### config.mk
export PLATFORM = sky130hd
export DESIGN_NAME = md_sequencer
export DESIGN_NICKNAME = d
export VERILOG_FILES = /design/src/rtl/md_sequencer.sv
export SDC_FILE = /design/constraint.sdc
export NUM_CORES = 1
export LEC_CHECK = 0
export BUFFER_PORTS_ARGS = -buffer_cell sky130_fd_sc_hd__buf_2
export CAP_MARGIN = 20
export CORE_AREA = 3 3 144 146
export DETAILED_ROUTE_END_ITERATION = 8
export DIE_AREA = 0 0 147 149
export GPL_TIMING_DRIVEN = 0
export PLACE_DENSITY = 0.69
export SETUP_SLACK_MARGIN = 0.02
export SYNTH_ARGS = -nofsm -noshare
export SYNTH_HDL_FRONTEND = slang
export SYNTH_SLANG_ARGS = --single-unit
### constraint.sdc
create_clock -name clk -period 2 [get_ports clk]
set_input_delay 0.2 -clock clk [delete_from_list [all_inputs] [get_ports clk]]
set_output_delay 0.2 -clock clk [all_outputs]
set_load 0.01 [all_outputs]
### src/rtl/md_sequencer.sv
// HI/LO owner and multiply/divide issue sequencer for the 5-stage CPU.
// Accepts MD ops from decode, pulses the shared units, commits results and drives decode stalls.
module md_sequencer #(
  parameter int WATCHDOG = 64
) (
  input  logic        clk,
  input  logic        resetn,
  input  logic        de_md_valid,
  input  logic [2:0]  de_md_op,
  input  logic [31:0] de_md_src1,
  input  logic [31:0] de_md_src2,
  input  logic        de_mf_req,
  input  logic        de_mf_sel,
  input  logic        exe_cancel,
  output logic        md_stall,
  output logic        mul_en,
  output logic        div_en,
  output logic        md_signed,
  output logic [31:0] md_x,
  output logic [31:0] md_y,
  input  logic        mul_complete,
  input  logic        div_complete,
  input  logic [63:0] mul_result,
  input  logic [63:0] div_result,
  output logic [31:0] hi,
  output logic [31:0] lo,
  output logic [31:0] mf_data,
  output logic        md_timeout
);

  localparam int CW = $clog2(WATCHDOG + 1);

  typedef enum logic [1:0] {
    IDLE,
    ISSUE,
    WAIT
  } state_t;

  state_t        state;
  state_t        state_nxt;
  logic [CW-1:0] wait_cnt;
  logic          kind_div;
  logic          match_complete;
  logic [63:0]   done_result;
  logic          acc;
  logic          div_zero;
  logic          start;
  logic          timeout_hit;

  // Both units pack their result as {hi, lo}, so one mux feeds commit and bypass.
  assign match_complete = (state == WAIT) & (kind_div ? div_complete : mul_complete);
  assign done_result    = kind_div ? div_result : mul_result;
  assign timeout_hit    = (state == WAIT) & ~match_complete & (wait_cnt == CW'(WATCHDOG - 1));

  assign acc      = de_md_valid & ~exe_cancel & ~md_stall & (de_md_op <= 3'b101);
  assign div_zero = de_md_op[1] & (de_md_src2 == 32'd0);
  assign start    = acc & ~de_md_op[2] & ~div_zero;

  assign mf_data = match_complete ? (de_mf_sel ? done_result[63:32] : done_result[31:0])
                                  : (de_mf_sel ? hi : lo);

  always_ff @(posedge clk) begin
    if (!resetn) state <= IDLE;
    else         state <= state_nxt;
  end

  always_comb begin
    state_nxt = state;
    md_stall  = (de_md_valid | de_mf_req) &
                ((state == ISSUE) | ((state == WAIT) & ~match_complete));
    case (state)
      IDLE:  if (start) state_nxt = ISSUE;
      ISSUE: state_nxt = WAIT;
      WAIT: begin
        // A new op in decode may be accepted on the very cycle the old one completes.
        if (match_complete)   state_nxt = start ? ISSUE : IDLE;
        else if (timeout_hit) state_nxt = IDLE;
      end
      default: state_nxt = IDLE;
    endcase
  end

  always_ff @(posedge clk) begin
    if (!resetn) begin
      mul_en     <= 1'b0;
      div_en     <= 1'b0;
      md_signed  <= 1'b0;
      md_x       <= 32'd0;
      md_y       <= 32'd0;
      kind_div   <= 1'b0;
      wait_cnt   <= '0;
      md_timeout <= 1'b0;
      hi         <= 32'd0;
      lo         <= 32'd0;
    end else begin
      mul_en <= start & ~de_md_op[1];
      div_en <= start &  de_md_op[1];
      if (start) begin
        md_x      <= de_md_src1;
        md_y      <= de_md_src2;
        md_signed <= ~de_md_op[0];
        kind_div  <= de_md_op[1];
      end
      if (state == ISSUE)
        wait_cnt <= '0;
      else if ((state == WAIT) & ~match_complete)
        wait_cnt <= wait_cnt + 1'b1;
      if (timeout_hit)
        md_timeout <= 1'b1;
      if (match_complete) begin
        hi <= done_result[63:32];
        lo <= done_result[31:0];
      end
      // MTHI/MTLO are written last so they override a same-cycle commit to their register.
      if (acc & (de_md_op == 3'b100)) hi <= de_md_src1;
      if (acc & (de_md_op == 3'b101)) lo <= de_md_src1;
    end
  end

endmodule

==> results_tabular.tex <==
\begin{tabular}{lr}
\hline
Metric & Value \\
\hline
\multicolumn{2}{l}{\textbf{Place}} \\
Placement-stage cell area & between 9000 and 10000 um2 \\
Final GP Congestion & 0.9145 \\
IO Port Bufs & approximately 370 \\
Detail Placement HPWL & 24760 um \\
Pre-CTS worst setup slack & -0.7710 ns \\
\multicolumn{2}{l}{\textbf{Clock network}} \\
\# hold bufs at CTS & 0 \\
H-tree depth reported by CTS & 4 \\
Clock transition at the registers of the reported paths & 0.06 ns \\
Clock sink count & around 140 \\
Buffer levels on the longest clock path & 2 \\
TritonCTS clock tree & yes \\
Source-to-sink clock delay at the later pin of the worst-skew pair & 0.42 ns \\
CTS Root Buffer Type & clkbuf\_16 \\
Clock buffer count from CTS & 17 \\
\multicolumn{2}{l}{\textbf{Yosys}} \\
Most area-hungry cell type in the Yosys netlist & dfxtp\_1 \\
Net Count, Synth & $\sim$1.1k \\
Syn Area/Cell & between 8 and 9 um2 \\
Proportion of synthesized flip-flops having asynchronous set or reset & 0 \\
Library cell with the highest instance count after synthesis & nand2\_1 \\
Count of different cell masters after synthesis & 44 \\
Post-synth top area share & 0.3722 \\
Main area contributors after synthesis & dfxtp\_1 37\%, mux2\_2 9.4\%, nand2\_1 8.4\% \\
Leading cell types by count after synthesis & 170 x nand2\_1, 142 x dfxtp\_1, 90 x o21ai\_0 \\
Yosys warns & 0 \\
Total standard cell area after synthesis & 7639 um2 \\
Top\_reg\_cell synth & dfxtp\_1 \\
Synthesis-stage register bit count & 142 \\
Instance count of the mapped netlist & 907 \\
Number of synthesized flops with an enable pin & 0 \\
Post-synthesis sequential area ratio & 0.3722 \\
\multicolumn{2}{l}{\textbf{Floorplanning}} \\
Core Rows & just over 50 \\
Vertical die dimension & 149 um \\
Number of I/O pins & 368 \\
Placeable core region & a little under 20000 um2 \\
Full die area & roughly 22000 um2 \\
Initial standard-cell utilization of the core & 0.3912 \\
Horizontal extent of the die & $\sim$150 um \\
\multicolumn{2}{l}{\textbf{Global routing}} \\
Overflow after GRT & 0 \\
Antenna violations before repair & 3 \\
Pin count of the biggest net entering global routing & 17 \\
Number of global-route vias before repair & between 8k and 9k \\
Global-route wire length before repair & roughly 46000 um \\
Overall fraction of global-route tracks in use & 0.2733 \\
\multicolumn{2}{l}{\textbf{Finish}} \\
Area grow syn2layout & 44.67\% \\
Design Area, Final & around 11000 um2 \\
Final core utilization & 0.5659 \\
Final net count & approximately 1.5k \\
Share of post-route cells with drive strength above 1 & 0.4430 \\
\multicolumn{2}{l}{\textbf{Setup path}} \\
Longest individual stage delay on the worst path & $\sim$0.36 ns \\
Most used cell along the critical path & buf\_12 \\
Setup crit end kind & output pin \\
Worst setup path class & register to output pin \\
CP cell instances & mux2i\_4 > nor3b\_4 > buf\_12 > buf\_12 > buf\_12 > mux2\_4 > nand2\_1 > o21ai\_0 > buf\_2 \\
Cell with the biggest individual delay on the critical path & dfxtp\_4 \\
Cell type group with the largest total delay on the critical path & buffers and inverters \\
Crit path arrival time & $\sim$2.3 ns \\
Required time of the critical path & 1.80 ns \\
Number of buffer and inverter instances along the worst setup path & 4 \\
Kind of launch point of the worst setup path & register \\
Peak fanout along the critical path & 6 \\
RR Startpoint & kind\_div\$\_SDFFE\_PN0N\_ \\
Launch point of the critical path & kind\_div\$\_SDFFE\_PN0N\_ \\
Reg-to-reg slack, setup & around 0.02 ns \\
\multicolumn{2}{l}{\textbf{STA}} \\
Final worst path period need & $\sim$2.5 ns \\
Layout Skew & around 0.0082 ns \\
Number of failing setup endpoints in the final timing report & 33 \\
Part of the cycle the worst path needs & 1.239 \\
Max-Slew Margin vs Limit & 0.4903 \\
RSZ-0062 raised after global routing & yes \\
Max-slew violation total from the final report & 0 \\
Setup total negative slack & -13.50 ns \\
Achievable Freq & roughly 400 MHz \\
Slew of the pin with the lowest slew margin & roughly 0.76 ns \\
Final critical-path setup slack & -0.4777 ns \\
Final Hold Vio Count & 0 \\
\multicolumn{2}{l}{\textbf{Route}} \\
DRT iter0 DRCs & about 510 \\
Detail Route Antenna Nets & 0 \\
Wire length after detailed routing & around 32000 um \\
Number of detailed-routing iterations run before antenna repair & 5 \\
Via count & 8478 \\
Via-to-Cell Ratio & approximately 5.4 \\
Wire per inst & between 20 and 25 um \\
DRC violation count after routing & 0 \\
\multicolumn{2}{l}{\textbf{Run status}} \\
Outcome & finished, violations left \\
Violated checks & setup timing \\
\multicolumn{2}{l}{\textbf{Hold path}} \\
Startpoint of the lowest-slack hold path & de\_md\_src2[31] \\
Hold/Removal Path Class & input pin to register \\
\multicolumn{2}{l}{\textbf{Power and ir drop}} \\
P\_leak & between 4 and 5 nW \\
Power after layout & between 7 and 8 mW \\
Power per Cell Area & about 640 nW/um2 \\
Peak supply drop & 0.5792 mV \\
\multicolumn{2}{l}{\textbf{Job}} \\
Maximum capacitance violations & 0 \\
\hline
\end{tabular}
==> state kept, by name, summed over array words and instances (netlist names) <==
| register | flops |
|---|---|
| mul_en | 1 |
| div_en | 1 |
| md_timeout | 1 |
| md_signed | 1 |
| hi | 32 |
| md_x | 32 |
| kind_div | 1 |
| md_y | 32 |
| lo | 32 |
| state | 2 |
| wait_cnt | 7 |
==> metrics by stage <==
stage               instances  hold WS [ns]
floorplan                 907        0.2758
finish                   1583       0.03806
global placement         1537        0.4539
global route             1583       0.03500
detailed placement       1537        0.4576
CTS                      1570       0.02020
==> timing repair <==
action	CTS	global route
setup endpoints to repair	161	129
resized for setup	88	117
buffers inserted	4	9
pin swaps	3	7
cloned	0	3
==> worst register-to-register path: stages, from the launching register on <==
cell and delay (ns):
dfxtp_4 0.38, mux2i_4 0.28, buf_4 0.15, nand3b_1 0.12, buf_4 0.18, nand3_2 0.10
clkbuf_1 0.35, o21ai_0 0.15, a21boi_0 0.20
==> final cells by class <==
class | count | area [um2]
fill | 1818 | 8476
multi-input combinational | 679 | 4553
sequential | 142 | 2846
timing repair buffer | 380 | 2033
buffer | 84 | 716.9
clock buffer | 20 | 446.7
tap | 265 | 331.6
clock inverter | 11 | 117.6
antenna | 2 | 5.005
==> cells by family (layout without fill, tap and decap cells) <==
group	count (synthesis)	in the layout	synth area share
compound gates	299	299	0.2582
simple gates	277	277	0.1630
flops	142	142	0.3722
mux	97	97	0.1376
buf+inv	86	495	0.06175
xor+xnor	5	5	0.005734
fa+ha+maj	1	1	0.001638
other cells	0	2	0
==> layout by cell type, fill, tap and decap left out, types with 20 or more instances in the layout <==
cell         n
clkbuf_16   20
dfxtp_1    141
nand3_1     65
o211ai_1    32
clkbuf_1    31
mux2_4      20
nand2_1    159
a21boi_1    62
a21boi_0    53
mux2i_1     27
o21ai_0     47
buf_2      371
mux2_2      44
o21ai_1     73
==> path summary, 6_finish.rpt <==
| kind | end | depth (start not counted) |
|---|---|---|
| hold / removal | md_y[31]$_SDFFE_PN0N_ | 3 |
| setup reg to reg | md_y[12]$_SDFFE_PN0N_ | 8 |
| setup / recovery | mf_data[30] | 9 |
| hold reg to reg | md_timeout$_SDFFE_PN0P_ | 1 |
==> report_power, final <==
part	internal [mW]	leakage [nW]	switching [mW]
logic	0.483	3.26	0.538
clock network	1.86	0.276	1.26
registers	2.91	1.15	0.0485
total	5.25	4.69	1.85
==> metal layers <==
metal / wire (um) / track usage
met4: 773 / 0.08295
met1: 12740 / 0.3315
met5: 13 / 0
met2: 15690 / 0.4761
met3: 2790 / 0.07293
Note: power is estimated with default switching activity, not from simulation.
